## src/rtl/session_ctrl.sv

```systemverilog
// Session sequencer for a multi-round reaction-time measurement: arms the round FSM
// ROUNDS times with a fixed idle gap, accumulates results and reports best/average/misses.
module session_ctrl #(
   parameter int            ROUNDS       = 4,
   parameter int            GAP          = 12_500_000,
   parameter int            W            = 19,
   parameter logic [W-1:0]  MISS_PENALTY = 19'd100_000
) (
   input  logic                        i_clk,
   input  logic                        i_rst,
   input  logic                        i_start,
   input  logic                        i_done,
   input  logic                        i_miss,
   input  logic [W-1:0]                i_measured,
   output logic                        o_round_go,
   output logic [$clog2(ROUNDS)-1:0]   o_round_idx,
   output logic [W-1:0]                o_best,
   output logic [W-1:0]                o_avg,
   output logic [$clog2(ROUNDS):0]     o_misses,
   output logic                        o_busy,
   output logic                        o_session_done
);

   // state  | meaning
   // IDLE   | no session since reset
   // ARM    | o_round_go pulse, round FSM starting
   // WAIT   | waiting for i_done from the round FSM
   // GAP    | idle spacing between rounds
   // FINISH | average latched, o_session_done pulse
   // DONE   | session complete, results held

   localparam int IW = $clog2(ROUNDS);
   localparam int SW = W + IW;
   localparam int CW = (GAP > 1) ? $clog2(GAP) : 1;
   localparam logic [IW:0]   MISS_ONE = 1;
   localparam logic [IW-1:0] IDX_ONE  = 1;
   localparam logic [IW-1:0] IDX_LAST = IW'(ROUNDS - 1);

   typedef enum logic [2:0] {
      S_IDLE, S_ARM, S_WAIT, S_GAP, S_FINISH, S_DONE
   } state_t;

   state_t          state, state_nxt;
   logic [CW-1:0]   gap_cnt;
   logic [SW-1:0]   sum, sum_upd;
   logic            accept, last_round, begin_session;
   logic            go_nxt, busy_nxt, done_nxt;

   assign accept        = (state == S_WAIT) && i_done;
   assign last_round    = (o_round_idx == IDX_LAST);
   assign begin_session = ((state == S_IDLE) || (state == S_DONE)) && i_start;
   assign sum_upd       = sum + SW'(i_miss ? MISS_PENALTY : i_measured);

   always_ff @(posedge i_clk) begin
      if (i_rst) state <= S_IDLE;
      else       state <= state_nxt;
   end

   always_comb begin
      state_nxt = state;
      case (state)
         S_IDLE, S_DONE: if (i_start) state_nxt = S_ARM;
         S_ARM:          state_nxt = S_WAIT;
         S_WAIT:         if (i_done) state_nxt = last_round ? S_FINISH : S_GAP;
         S_GAP:          if (gap_cnt == '0) state_nxt = S_ARM;
         S_FINISH:       state_nxt = S_DONE;
         default:        state_nxt = S_IDLE;
      endcase
   end

   // Outputs are decoded from the next state and registered, so they line up with the state.
   always_comb begin
      go_nxt   = (state_nxt == S_ARM);
      done_nxt = (state_nxt == S_FINISH);
      busy_nxt = (state_nxt == S_ARM) || (state_nxt == S_WAIT) ||
                 (state_nxt == S_GAP) || (state_nxt == S_FINISH);
   end

   always_ff @(posedge i_clk) begin
      if (i_rst) begin
         o_round_go     <= 1'b0;
         o_busy         <= 1'b0;
         o_session_done <= 1'b0;
         o_round_idx    <= '0;
         o_misses       <= '0;
         o_best         <= '1;
         o_avg          <= '1;
         sum            <= '0;
         gap_cnt        <= CW'(GAP - 1);
      end else begin
         o_round_go     <= go_nxt;
         o_busy         <= busy_nxt;
         o_session_done <= done_nxt;

         // Counter reloads whenever outside GAP, so it always enters GAP at GAP-1.
         if (state != S_GAP)       gap_cnt <= CW'(GAP - 1);
         else if (gap_cnt != '0)   gap_cnt <= gap_cnt - 1'b1;

         if (begin_session) begin
            sum         <= '0;
            o_misses    <= '0;
            o_round_idx <= '0;
         end

         if (accept) begin
            sum <= sum_upd;
            if (i_miss)                  o_misses <= o_misses + MISS_ONE;
            else if (i_measured < o_best) o_best  <= i_measured;
            if (last_round) o_avg       <= W'(sum_upd >> IW);
            else            o_round_idx <= o_round_idx + IDX_ONE;
         end
      end
   end

endmodule

```

## config.mk

```make
export PLATFORM = sky130hd
export DESIGN_NAME = session_ctrl
export DESIGN_NICKNAME = d
export VERILOG_FILES = /design/src/rtl/session_ctrl.sv
export SDC_FILE = /design/constraint.sdc
export NUM_CORES = 1
export LEC_CHECK = 0
export BUFFER_PORTS_ARGS = -buffer_cell sky130_fd_sc_hd__buf_2
export CAP_MARGIN = 0
export CELL_PAD_IN_SITES_DETAIL_PLACEMENT = 1
export CELL_PAD_IN_SITES_GLOBAL_PLACEMENT = 1
export CORE_MARGIN = 2
export CORE_UTILIZATION = 30
export DETAILED_ROUTE_END_ITERATION = 6
export PLACE_DENSITY = 0.7
export SETUP_SLACK_MARGIN = 0.4
export SYNTH_ARGS = -nofsm -noshare
export SYNTH_HDL_FRONTEND = slang
export SYNTH_SLANG_ARGS = --single-unit
```

## constraint.sdc

```tcl
create_clock -name i_clk -period 5.59 [get_ports i_clk]
set_input_delay 1.118 -clock i_clk [delete_from_list [all_inputs] [get_ports i_clk]]
set_output_delay 1.118 -clock i_clk [all_outputs]
set_load 0.05 [all_outputs]
```

Yosys cells after proc, flatten, opt, wreduce, memory -nomap -nowiden
Index checks and enable logic that the tools add are counted.

Memories kept: 0. Bits of input ports: 24. Logic and storage cells: 55. Bits in writable memories: 0. Latch bits: 0. Output and inout port bits: 46. Bits in read-only memories: 0. Register bits: 94.

Div/mod/pow operators: 0. Shift operators: 0. Multiplexer cells: 14. Reduce and logical (&&, ||, !) cells: 14. Multiply operators: 0. $add $sub $neg: 4. Equal/unequal tests: 11. Order comparisons: 1. Bitwise operators: 1.

Operator list (count): two-way mux 21 bit (2); zero test 24 bit (1); nonzero test 24 bit (1); subtractor 24 x 1 -> 24 bit, second input constant (1); adder 21 x 19 -> 21 bit (1); two-way mux 3 bit (7); less-than comparator 19 bit (1); two-way mux 19 bit (1); one-hot mux 3 bit (5 select lines) (1); == test 3 x 2 -> 1 bit, second input constant (4); == test 3 bit, second input constant (3); == test 3 x 1 -> 1 bit, second input constant (2); two-way mux 2 bit (3); logical OR 1 bit (4); OR reduction 2 bit (2); adder 3 x 1 -> 3 bit, second input constant (1); zero test 3 bit (1); != test 3 x 2 -> 1 bit, second input constant (1); AND reduction 3 bit (1); adder 2 x 1 -> 2 bit, second input constant (1); == test 2 bit, second input constant (1); logical AND 1 bit (2); AND reduction 2 bit (1); nonzero test 2 bit (1); NOT 1 bit (1).

Depth between registers and ports, before layout
Word-level depth: 8. Gate-level depth with buffers: 11. Depth with buffers taken out: 10.

Least setup slack after synthesis
No wires, ideal clock.

Path kind: input port to flip-flop. Start: input port i_miss. End: register o_avg[16]. Buffers on the path: 1. Arrival: 3353 ps. Stages on the path: 11. Data required time: 5460 ps. Setup time: 130 ps. Slack: 2108 ps. Cell sequence: clkbuf_1 > nor2b_1 > ha_1 > inv_1 > fa_1 > nand2b_1 > a21oi_1 > o21ai_0 > a2111oi_0 > o21a_1 > o31ai_1.

Cells in the longest elaborated chain, start to end: 2.

RTL lines: from (decl) (RTL line 13) `input logic i_miss,`; two-way mux 19 bit (RTL line 52) `assign sum_upd = sum + SW'(i_miss ? MISS_PENALTY : i_measured);`; adder 21 x 19 -> 21 bit (RTL line 52); to (signal assigned) (RTL line 109) `if (last_round) o_avg <= W'(sum_upd >> IW);`; to (decl) (RTL line 18) `output logic [W-1:0] o_avg,`.

No other way between the ends. A chain may end at the register's enable or synchronous reset.

Worst setup path after layout
Start: input port i_miss. End: register sum[18].

Cells in the longest elaborated chain, start to end: 3.

RTL lines: two-way mux 19 bit (RTL line 52); adder 21 x 19 -> 21 bit (RTL line 52); two-way mux 21 bit (RTL line 105) `if (accept) begin`; to (signal assigned) (RTL line 106) `sum <= sum_upd;`; to (decl) (RTL line 45) `logic [SW-1:0] sum, sum_upd;`.

No other way between the ends.

==> results.tsv <==
stage	metric	value	unit
detailed_routing	final_antenna_net_count	0	
worst_setup_path	reg2reg_from	state[1]	
timing	post-route-period-util	65.8	%
final_layout	fillers	2160	
placed_design	portBuffers	69	
timing	skew	0.0135	ns
synth	syn_nets	726	
timing	finalSetupViolations	0	
worst_setup_path	critical_path_peak_fanout	24	
synth	yosys_register_bits	94	
synth	synth.distinct_cells	61	
timing	fin_crit	3.68	ns
pwr	power_leakage	2.74	nW
synth	ys_top_cells_by_count	dfxtp_1, nor2_1, nand2_1	
synth	postSynthCellCount	661	
worst_setup_path	worstReg2RegEnd	o_avg[13]	
pwr	total_power	1.53	mW
clocking	cts_made_buffers	9	
synth	avgSynthCellArea	8.15	sq um
hold_path	min_from	o_avg[3]	
global_routing	overflow	0	
die	start_util	30.9	%
detailed_routing	routed_wirelength	15300	um
detailed_routing	routed_via_density	5.17	
global_routing	grt_max_degree	53	
clocking	worstSkewPairLatency	0.36	ns
placed_design	dp_cells	930	
hold_path	whs_path_depth	2	
synth	yosysTopAreaCellShare	34.9	%
synth	yosysSeqAreaShare	34.9	%
run_status	status	finished clean	
die	ios	70	
timing	slew_headroom	56.8	%
final_layout	final_cells	946	
die	die_w	138	um
die	coreArea	17400	sq um
final_layout	postLayoutCoreUtil	35.9	%
placed_design	post_dp_cell_area	5930	sq um
worst_setup_path	worstPathArrival	3.94	ns
hold_path	hold_end	o_avg[3]	
placed_design	dp_hpwl	11500	um
timing	clock.fmax	272	MHz
clocking	cts_hold_buf	0	
synth	synth.most_common_cell	dfxtp_1	
global_routing	antenna_found_initial	0	
timing	rsz0062_at_grt	no	
timing	tightest_slew	0.646	ns
detailed_routing	drcViolationCount	0	
clocking	clock_sinks	94	
worst_setup_path	crit_type	in2reg	
global_routing	grt_pass1_wl	24900	um
timing	final-hold-violation-count	0	
clocking	ctsResizeCount	0	
global_routing	grt_usage	16.8	%
hold_path	holdCritPathClass	reg2reg	
placed_design	gp_congestion	0.790	
worst_setup_path	cp-start-kind	input pin	
synth	synth_area_leaders	dfxtp_1, ha_1, nor2_1	
synth	synth-edff-count	0	
detailed_routing	detail_route.wl_per_cell	16.1	um
worst_setup_path	crit_path_end_kind	register	
clocking	clock-root-buffer	clkbuf_16	
final_layout	drive_gt1_share	15.7	%
synth	async_flop_share	0	%
run	drv_cap	0	
detailed_routing	vias	4889	
final_layout	insertedDiodeCount	0	
synth	synth_area	5390	sq um
synth	yosys_warnings	0	
detailed_routing	drt_iter0_drc	250	
clocking	post-cts-setup-buffers	0	
clocking	cts_htree_levels	3	
clocking	tritoncts	done	
final_layout	area_growth	16.1	%
die	fp.dieArea	19000	sq um
synth	ys.flop_type	dfxtp_1	
final_layout	postLayoutCellArea	6250	sq um
die	rows	48	
pwr	p_per_area	245	nW/um^2
global_routing	grt_pass1_vias	4811	
worst_setup_path	r2r_setup_slack	2.72	ns
clocking	clkTransAtPathRegs	0.07	ns
final_layout	final_nets	781	
worst_setup_path	required	5.85	ns
clocking	cts_buffer_depth	2	
timing	setup_tns	0	ns
timing	slew_viol_final	0	
pwr	ir_drop	150	uV
detailed_routing	firstDrtPassIters	4	
synth	yosysTopAreaCell	dfxtp_1	
worst_setup_path	r2r_cells	7	
die	die_y	138	um
-- logic make-up (layout without fill, tap and decap cells) --
kind of cell | count (synthesis) | after routing | synth area share, %
fa+ha+maj | 41 | 41 | 9.66
flops | 94 | 94 | 34.9
mux | 20 | 20 | 3.72
simple gates | 262 | 262 | 24.3
xor+xnor | 30 | 30 | 4.88
compound gates | 151 | 151 | 17.9
buf+inv | 63 | 123 | 4.58
-- where the power goes --
group	switching [mW]	leakage [nW]	total, mW	internal, mW
registers	0.00837	0.761	0.688	0.679
clock network	0.280	0.159	0.666	0.386
logic	0.121	1.82	0.181	0.0596
-- cell type report --
class	instances	area [sq um]	area share [%]
sequential	94	1880	30.1
tap	225	282	4.50
timing repair buffer	75	390	6.24
multi-input combinational	504	3260	52.1
clock inverter	4	52.6	0.841
clock buffer	12	267	4.26
inverter	32	120	1.92
-- how the worst max path moves through the flow --
| stage | startpoint | endpoint | slack, ns |
|---|---|---|---|
| after global routing | i_miss | o_avg[16] | 1.49 |
| after CTS | i_miss | o_avg[13] | 1.89 |
| after detailed placement | i_miss | o_avg[13] | 1.52 |
| after floorplan | i_miss | o_avg[16] | 2.11 |
| final | i_miss | sum[18] | 1.91 |
| after global placement | i_miss | o_avg[13] | 1.66 |
-- metal layers --
metal / share of wire [%] / vias to the layer above / GRT usage [%]
met4: 1.3 / 0 / 4.42
met1: 50 / 2348 / 23.2
met2: 45 / 79 / 26.0
met3: 3.8 / 17 / 4.20
li1: - / 2445 / -
met5: 0 / - / 0
-- state kept, by name, indices dropped and copies added (netlist names) --
register and count:
gap_cnt 24, o_avg 19, o_best 19, o_busy 1, o_misses 3, o_round_go 1
o_round_idx 2, o_session_done 1, state 3, sum 21
-- layout by cell type, fill, tap and decap left out, types with 6 or more instances in the layout --
| cell | n |
|---|---|
| dfxtp_1 | 94 |
| nand2b_1 | 7 |
| ha_1 | 40 |
| a21oi_1 | 52 |
| o21ai_0 | 31 |
| nor2b_1 | 17 |
| mux2i_1 | 20 |
| xor2_1 | 13 |
| nor2_1 | 76 |
| or2_2 | 8 |
| nand3_1 | 15 |
| nand4_1 | 10 |
| or4_1 | 7 |
| a21o_1 | 10 |
| nand3b_1 | 6 |
| or3_1 | 11 |
| xnor2_1 | 17 |
| o31ai_1 | 9 |
| o211ai_1 | 6 |
| buf_2 | 69 |
| nor3_1 | 18 |
| inv_1 | 32 |
| nand2_1 | 64 |
| o21a_1 | 7 |
| clkbuf_16 | 9 |
| buf_4 | 6 |
-- worst max-delay path: stages --
cell and delay (ns):
buf_2 0.24, nor2b_1 0.16, ha_1 0.20, inv_1 0.06, fa_1 0.41, nand2b_1 0.18, a21oi_1 0.28, o21ai_0 0.24
a2111oi_0 0.63, nor3_1 0.15, o31ai_1 0.25
-- through the flow --
step,setup slack [ns],hold slack [ns]
floorplan,2.11,0.432
global placement,1.66,0.441
detailed placement,1.52,0.449
CTS,1.89,0.466
global route,1.49,0.473
finish,1.91,0.460
Note: power is estimated with default switching activity, not from simulation.
